===== src/rtl/coreriscv_axi4_id_compressor.sv =====
// Slave-side AXI4 ID compressor: folds wide external IDs onto a small pool of
// narrow internal IDs and restores the wide ID on each response.
module coreriscv_axi4_id_compressor #(
  parameter int WIDE_ID_W   = 5,
  parameter int NARROW_ID_W = 2,
  parameter int MAX_OUT     = 4
) (
  input  logic                   clk,
  input  logic                   reset,
  input  logic                   io_req_valid,
  output logic                   io_req_ready,
  input  logic [WIDE_ID_W-1:0]   io_req_wide_id,
  output logic [NARROW_ID_W-1:0] io_req_narrow_id,
  input  logic                   io_resp_valid,
  input  logic                   io_resp_last,
  input  logic [NARROW_ID_W-1:0] io_resp_narrow_id,
  output logic [WIDE_ID_W-1:0]   io_resp_wide_id,
  output logic                   io_resp_matches,
  output logic                   io_idle
);

  localparam int ENTRIES = 1 << NARROW_ID_W;
  localparam int CNT_W   = $clog2(MAX_OUT + 1);
  localparam logic [CNT_W-1:0] MAX_CNT = CNT_W'(MAX_OUT);
  localparam logic [CNT_W-1:0] ONE_CNT = CNT_W'(1);

  // Increment is only requested below MAX_CNT and decrement only on a live
  // entry, but both still clamp so the counter can never wrap.
  function automatic logic [CNT_W-1:0] cnt_inc(input logic [CNT_W-1:0] c);
    return (c >= MAX_CNT) ? MAX_CNT : c + ONE_CNT;
  endfunction

  function automatic logic [CNT_W-1:0] cnt_dec(input logic [CNT_W-1:0] c);
    return (c == '0) ? '0 : c - ONE_CNT;
  endfunction

  logic [ENTRIES-1:0]   valid_q;
  logic [WIDE_ID_W-1:0] wide_id_q [ENTRIES];
  logic [CNT_W-1:0]     cnt_q     [ENTRIES];

  logic                   hit;
  logic [NARROW_ID_W-1:0] hit_idx;
  logic                   free_any;
  logic [NARROW_ID_W-1:0] free_idx;
  logic                   fire;
  logic                   retire;
  logic [ENTRIES-1:0]     inc_vec;
  logic [ENTRIES-1:0]     dec_vec;
  logic [ENTRIES-1:0]     alloc_vec;

  // Descending scan so the lowest free index is the one left standing.
  always_comb begin
    hit      = 1'b0;
    hit_idx  = '0;
    free_any = 1'b0;
    free_idx = '0;
    for (int i = ENTRIES - 1; i >= 0; i--) begin
      if (valid_q[i] && (wide_id_q[i] == io_req_wide_id)) begin
        hit     = 1'b1;
        hit_idx = NARROW_ID_W'(i);
      end
      if (!valid_q[i]) begin
        free_any = 1'b1;
        free_idx = NARROW_ID_W'(i);
      end
    end
  end

  // Ready is built from table state and the request ID only, never from valid.
  always_comb begin
    io_req_ready     = 1'b0;
    io_req_narrow_id = '0;
    if (hit) begin
      io_req_narrow_id = hit_idx;
      io_req_ready     = (cnt_q[hit_idx] < MAX_CNT);
    end else if (free_any) begin
      io_req_narrow_id = free_idx;
      io_req_ready     = 1'b1;
    end
    if (reset) begin
      io_req_ready = 1'b0;
    end
  end

  assign io_resp_wide_id = wide_id_q[io_resp_narrow_id];
  assign io_resp_matches = valid_q[io_resp_narrow_id];
  assign io_idle         = ~|valid_q;

  assign fire   = io_req_valid & io_req_ready;
  assign retire = io_resp_valid & io_resp_last & io_resp_matches;

  always_comb begin
    inc_vec   = '0;
    dec_vec   = '0;
    alloc_vec = '0;
    for (int i = 0; i < ENTRIES; i++) begin
      inc_vec[i]   = fire & hit & (hit_idx == NARROW_ID_W'(i));
      alloc_vec[i] = fire & ~hit & (free_idx == NARROW_ID_W'(i));
      dec_vec[i]   = retire & (io_resp_narrow_id == NARROW_ID_W'(i));
    end
  end

  // An allocated entry was free, so it can never be retiring in the same cycle.
  always_ff @(posedge clk) begin
    if (reset) begin
      valid_q <= '0;
      for (int i = 0; i < ENTRIES; i++) begin
        wide_id_q[i] <= '0;
        cnt_q[i]     <= '0;
      end
    end else begin
      for (int i = 0; i < ENTRIES; i++) begin
        if (alloc_vec[i]) begin
          valid_q[i]   <= 1'b1;
          wide_id_q[i] <= io_req_wide_id;
          cnt_q[i]     <= ONE_CNT;
        end else if (inc_vec[i] && !dec_vec[i]) begin
          cnt_q[i] <= cnt_inc(cnt_q[i]);
        end else if (dec_vec[i] && !inc_vec[i]) begin
          cnt_q[i] <= cnt_dec(cnt_q[i]);
          if (cnt_q[i] == ONE_CNT) begin
            valid_q[i] <= 1'b0;
          end
        end
      end
    end
  end

endmodule

===== config.mk =====
export PLATFORM = sky130hd
export DESIGN_NAME = coreriscv_axi4_id_compressor
export DESIGN_NICKNAME = d
export VERILOG_FILES = /design/src/rtl/coreriscv_axi4_id_compressor.sv
export SDC_FILE = /design/constraint.sdc
export NUM_CORES = 1
export LEC_CHECK = 0
export ABC_AREA = 1
export BUFFER_PORTS_ARGS = -buffer_cell sky130_fd_sc_hd__buf_4
export CELL_PAD_IN_SITES_DETAIL_PLACEMENT = 0
export CELL_PAD_IN_SITES_GLOBAL_PLACEMENT = 1
export CORE_ASPECT_RATIO = 2
export CORE_MARGIN = 5
export CORE_UTILIZATION = 45
export CTS_BUF_LIST = sky130_fd_sc_hd__clkbuf_8 sky130_fd_sc_hd__clkbuf_16
export DETAILED_ROUTE_END_ITERATION = 7
export PLACE_DENSITY = 0.9
export SYNTH_ARGS = -nofsm -noshare
export SYNTH_HDL_FRONTEND = slang
export SYNTH_SLANG_ARGS = --single-unit

===== constraint.sdc =====
create_clock -name clk -period 3.18 [get_ports clk]
set_input_delay 0.636 -clock clk [delete_from_list [all_inputs] [get_ports clk]]
set_output_delay 0.636 -clock clk [all_outputs]
set_load 0.01 [all_outputs]

==> results by group, run 1 <==
Timing
  • Final Hold Viols: 0
  • Max Freq: about 340 MHz
  • Clk_skew: around 6.5 ps
  • RSZ-0062 raised after global routing: false
  • Worst-margin pin slew: ~540 ps
  • TNS Setup: 0 ps
  • Final min period: 2950 ps
  • Max-slew violations: 0
  • Final setup violation count: 0
  • Worst hold slack: roughly 570 ps
  • Crit share post-route: 92.9%
  • Relative slew slack: between 60% and 70%

Logic synthesis
  • Top post-synthesis cells by area: edfxtp_1 (33%), nand2_1 (14%), ha_1 (10%), inv_1 (7.7%), nor2_1 (6.8%)
  • Mapped Cells: just under 400
  • Register area share after synthesis: 35.6%
  • Syn nets: around 420
  • Synth warn: 0
  • Seq cells post-synth: 36
  • Count of cell types in the netlist: 31
  • Area leader, netlist: edfxtp_1
  • Mapped Area: slightly below 3000 sq um
  • Syn_area_per_cell: between 7 and 8 sq um
  • Synth top area share: ~33%

Placed design
  • DP Wirelength: 6550 um
  • Post-DP Area: ~3200 sq um
  • Final GP Congestion: between 0.9 and 1
  • Quantity of I/O buffers inserted on ports: 21

Cells and area
  • Number of antenna diodes: 0
  • Commonest non-fill, non-tap cell in the layout: nand2_1
  • Synth-to-layout area growth: 16.1%
  • Share of layout cells above drive strength 1: 16.9%
  • Final #Nets: roughly 460
  • Layout Utilization: roughly 54%
  • Most frequent cells in the layout: nand2_1 (111), inv_1 (61), nor2_1 (53), edfxtp_1 (32), buf_4 (27)
  • Fin area: approximately 3400 sq um

CTS
  • CTS max path bufs: 2
  • Reg clk slew, reported paths: around 50 ps
  • Post-CTS Resized: 0
  • Htree depth: 2
  • Post-CTS setup buffer count: 0
  • Root Buffer: clkbuf_16
  • Clk Latency, worst-skew pair: 280 ps
  • Num Clock Sinks: 36
  • CTS Hold Bufs: 0
  • CTS Buf Count: 5
  • CTS tree: yes

Die
  • Die Area: around 8300 sq um
  • Starting Density: 46.3%
  • Die X: around 67 um
  • Row count: a little over 40
  • Total core area: between 6000 and 7000 sq um
  • Ports: 22
  • Die height: around 120 um

Pwr
  • Comb pwr share: between 10% and 20%
  • Clock share of power: around two fifths
  • Static leakage: 1.67 nW
  • Net Sw Frac: ~27%
  • Worst VDD drop: 0.424 mV
  • Internal: 1.00 mW
  • Sequential power share: 42.1%
  • PwrDens: ~400 nW/um^2
  • Net Sw Power: 0.371 mW

Routing
  • Final ANT Viol Nets: 0
  • DR vias/cell: roughly 5.2
  • DRC violations left: 0
  • Routed len/inst: roughly 16 um
  • Total wire length: around 8000 um
  • Via count: ~2,600
  • TritonRoute pass-1 iters: 4
  • DR iter-0 viols: between 100 and 150

Worst setup path
  • Worst EP arrival: roughly 2300 ps
  • Crit end category: output pin
  • WS Path Type: in -> out
  • CP cell instances: buf_4 -> inv_2 -> nand2_1 -> nand2_1 -> nor2_2 -> nand3_2 -> nand4_4 -> inv_4 -> a21oi_4 -> a21boi_4 -> buf_4
  • Crit path max fanout: 8
  • CP required: roughly 2500 ps
  • Setup crit start kind: primary input
  • Top Family by Delay on Critical Path: simple AND/OR/NAND/NOR gates
  • Biggest cell delay along the critical path: around 300 ps
  • CP max-delay cell: a21boi_4
  • CP bufs+invs: 4

Global routing
  • Vias in the first global route: roughly 2,700
  • Initial antenna violation count: 0
  • Gr ovfl total: 0
  • First-pass GRT wire length: 12,700 um
  • Total track usage: 21.1%
  • Largest net degree at the start of global routing: 18

Hold path
  • Type of the worst min-delay path: reg -> reg

Run
  • Max_cap viols: 0

Status
  • Status: finished clean
[through the flow]
| step | cells | total power, mW | worst slack, ps |
|---|---|---|---|
| 6_report | 507 | 1.37 | 227 |
| 5_1_grt | 507 | 1.43 | 128 |
| 4_1_cts | 507 | 1.38 | 228 |
| 3_5_place_dp | 499 | 0.832 | 207 |
| 3_3_place_gp | 499 | 0.828 | 220 |
| 2_1_floorplan | 387 | 0.730 | 728 |
[cells in the mapped netlist]
library cell  count
a21oi_2           1
nor2_1           53
o21ai_1           1
a21boi_4          1
nand3_4           3
nor3_1            4
nor2_2            6
a22oi_1           5
nand2_4           3
o21ai_0          12
o22ai_1           2
inv_1            60
a21oi_4           1
nand4_4           2
dfxtp_1           4
nand2_1         111
edfxtp_1         32
inv_4             1
a21boi_0          1
a21oi_1           1
ha_1             24
nand3_1          18
nor4_1            1
o221ai_1          5
clkinv_1          2
nand2_2           2
nand3_2           7
clkbuf_1          1
nor2_4            3
inv_2             7
nand4_1          13
[kinds of logic after synthesis]
logic type               share of synthesized area (%)
buffers and inverters                             9.21
adder cells (fa/ha/maj)                           10.3
AO/OA/AOI/OAI                                     7.37
AND/OR/NAND/NOR                                   37.5
flip-flops                                        35.6
[registers in the layout, summed over array words and instances, names as in the netlist]
name       flops
valid_q        4
cnt_q         12
wide_id_q     20
[layer usage]
metal,GRT usage (%),routed length [um],up-vias,share of wire [%]
li1,-,-,1308,-
met1,18.6,2600,1225,33
met2,40.0,4430,79,56
met4,17.7,624,0,7.9
met5,0,0,-,0
met3,2.89,280,32,3.5
[path summary, 6_finish.rpt]
check	start	endpoint	slack (ps)	cells past startpoint
setup reg to reg	wide_id_q[3][1]	cnt_q[3][0]	640	13
hold reg to reg	valid_q[2]	valid_q[2]	570	2
hold / removal	valid_q[2]	valid_q[2]	570	2
setup / recovery	io_req_wide_id[3]	io_req_ready	230	11
[worst register-to-register path: cells and delay by family, from the launching register on]
family / cells / cell delay [ps]
buffers and inverters: 3 / 190
AND/OR/NAND/NOR: 8 / 1080
flip-flops: 1 / 410
AO/OA/AOI/OAI: 2 / 540
[final cells by class]
class	count	area [sq um]
Fill cell	631	2920
Inverter	70	265
Tap cell	86	108
Clock inverter	3	38.8
Timing Repair Buffer	27	203
Multi-Input combinational cell	280	1610
Sequential cell	36	1040
Clock buffer	5	125
[power groups by stage]
stage,sequential (mW),clock [mW],combinational (mW)
final,0.577,0.550,0.245
after global routing,0.581,0.572,0.273
after CTS,0.577,0.552,0.247
after detailed placement,0.587,0,0.246
after global placement,0.586,0,0.242
after floorplan,0.574,0,0.156
Note: power is estimated with default switching activity, not from simulation.
==> run 2: changes to the inputs <==
- CORE_UTILIZATION: 45 -> 40
- PLACE_DENSITY: 0.9 -> 0.83
- SETUP_SLACK_MARGIN: unset -> 0.15
==> run 2 against run 1 <==
  * Clock power hardly changed
  * Register-to-register slack worse by 70 ps
  * Utilization fell by 6.3 points
  * Final area grew 0.89%
  * Critical path type unchanged
==> results by group, run 2 (same netlist as run 1, synthesis figures left out) <==
Status
  • Status: finished clean

Placed design
  • Final GP Congestion: 0.933
  • DP Wirelength: about 6900 um
  • Quantity of I/O buffers inserted on ports: 21
  • Post-DP Area: approximately 3300 sq um

CTS
  • Reg clk slew, reported paths: about 60 ps
  • CTS Hold Bufs: 0
  • Clk Latency, worst-skew pair: approximately 280 ps
  • CTS max path bufs: 2
  • Num Clock Sinks: 36
  • Post-CTS Resized: 0
  • Root Buffer: clkbuf_16
  • CTS tree: yes
  • CTS Buf Count: 5
  • Post-CTS setup buffer count: 0
  • Htree depth: 2

Timing
  • Relative slew slack: 62.9%
  • Final Hold Viols: 0
  • Clk_skew: a little under 5 ps
  • Max-slew violations: 0
  • TNS Setup: 0 ps
  • Crit share post-route: 88.5%
  • Max Freq: approximately 360 MHz
  • Final min period: 2810 ps
  • Worst-margin pin slew: roughly 550 ps
  • RSZ-0062 raised after global routing: false
  • Final setup violation count: 0

Cells and area
  • Layout Utilization: 47.4%
  • Number of antenna diodes: 0
  • Synth-to-layout area growth: 17.1%
  • Biggest register: wide_id_q
  • Commonest non-fill, non-tap cell in the layout: nand2_1
  • Most frequent cells in the layout: nand2_1 (111), inv_1 (61), nor2_1 (53), edfxtp_1 (32), buf_4 (30)
  • Fill cell count: ~740
  • Final #Nets: 459
  • Max FFs per register: 20
  • Fin area: roughly 3400 sq um
  • Share of layout cells above drive strength 1: 17.5%
  • Top Registers: wide_id_q x20, cnt_q x12, valid_q x4

Die
  • Ports: 22
  • Row count: 44
  • Die Area: 9220 sq um
  • Starting Density: 40.5%
  • Die height: 131 um
  • Total core area: 7210 sq um
  • Die X: between 70 and 80 um

Routing
  • Via count: 2,647
  • Final ANT Viol Nets: 0
  • TritonRoute pass-1 iters: 4
  • DR vias/cell: ~5
  • Routed len/inst: between 15 and 20 um
  • Total wire length: between 8000 and 9000 um
  • DRC violations left: 0
  • DR iter-0 viols: between 100 and 150

Pwr
  • Net Sw Power: roughly 0.38 mW
  • PwrDens: about 400 nW/um^2
  • Overall power: around 1.4 mW
  • Static leakage: about 1.7 nW
  • Comb pwr share: a little under a fifth
  • Net Sw Frac: between 20% and 30%
  • Clock share of power: approximately two fifths
  • Worst VDD drop: ~0.2 mV
  • Internal: between 1 and 1.5 mW
  • Sequential power share: 41.8%

Global routing
  • Largest net degree at the start of global routing: 18
  • Total track usage: a little under a fifth
  • Vias in the first global route: roughly 2,600
  • Gr ovfl total: 0
  • Initial antenna violation count: 0
  • First-pass GRT wire length: around 13,000 um

Hold path
  • Hold depth: 2
  • Type of the worst min-delay path: reg -> reg

Worst setup path
  • WS Path Type: in -> out
  • CP required: around 2500 ps
  • Crit end category: output pin
  • Setup crit start kind: primary input
  • Reg2reg setup slack: 570 ps
  • Worst R2R Path Depth: 16
  • Crit path max fanout: 8
  • Worst EP arrival: between 2000 and 2500 ps

Run
  • Max_cap viols: 0
-- run 2: cell count changes in the layout (fill, tap and decap cells not counted) --
cell,delta
buf_4,+3
-- run 2: cell type report --
class	instances	area, sq um	share of cell area (%)
sequential	36	1040	30.4
inverter	70	265	7.75
multi-input combinational	280	1610	47.1
tap	92	115	3.36
clock inverter	3	38.8	1.13
clock buffer	5	125	3.66
timing repair buffer	30	225	6.58
-- run 2: routing by layer --
metal / vias up / GRT usage, % / share of wire [%]
met5: - / 0 / 0
met4: 0 / 15.7 / 7.3
met3: 29 / 2.91 / 2.8
met2: 61 / 37.1 / 56
met1: 1237 / 16.5 / 34
li1: 1320 / - / -
-- run 2: per-stage QoR --
stage	setup slack, ps	std cells	hold slack [ps]
finish	365	516	567
global route	224	516	583
CTS	252	515	565
detailed placement	150	507	558
global placement	174	507	548
floorplan	728	387	490
-- run 2: final timing paths --
path	start	endpoint
worst max-delay path	io_req_wide_id[1]	io_req_ready
worst min-delay path	valid_q[1]	valid_q[1]
worst max register to register	wide_id_q[0][2]	wide_id_q[2][3]
worst min register to register	valid_q[1]	valid_q[1]
-- run 2: worst max-delay path: stages --
cell	delay [ps]
buf_4	120
inv_2	90
nand2_1	70
nand2_1	80
nor2_1	160
nand3_2	170
nand4_4	180
inv_4	50
a21oi_4	230
a21boi_4	240
buf_4	140
-- run 2: power groups by stage --
stage / registers [mW] / logic (mW) / clock network, mW
2_1_floorplan: 0.574 / 0.156 / 0
3_3_place_gp: 0.585 / 0.247 / 0
3_5_place_dp: 0.586 / 0.249 / 0
4_1_cts: 0.576 / 0.251 / 0.563
5_1_grt: 0.580 / 0.277 / 0.576
6_report: 0.576 / 0.250 / 0.551
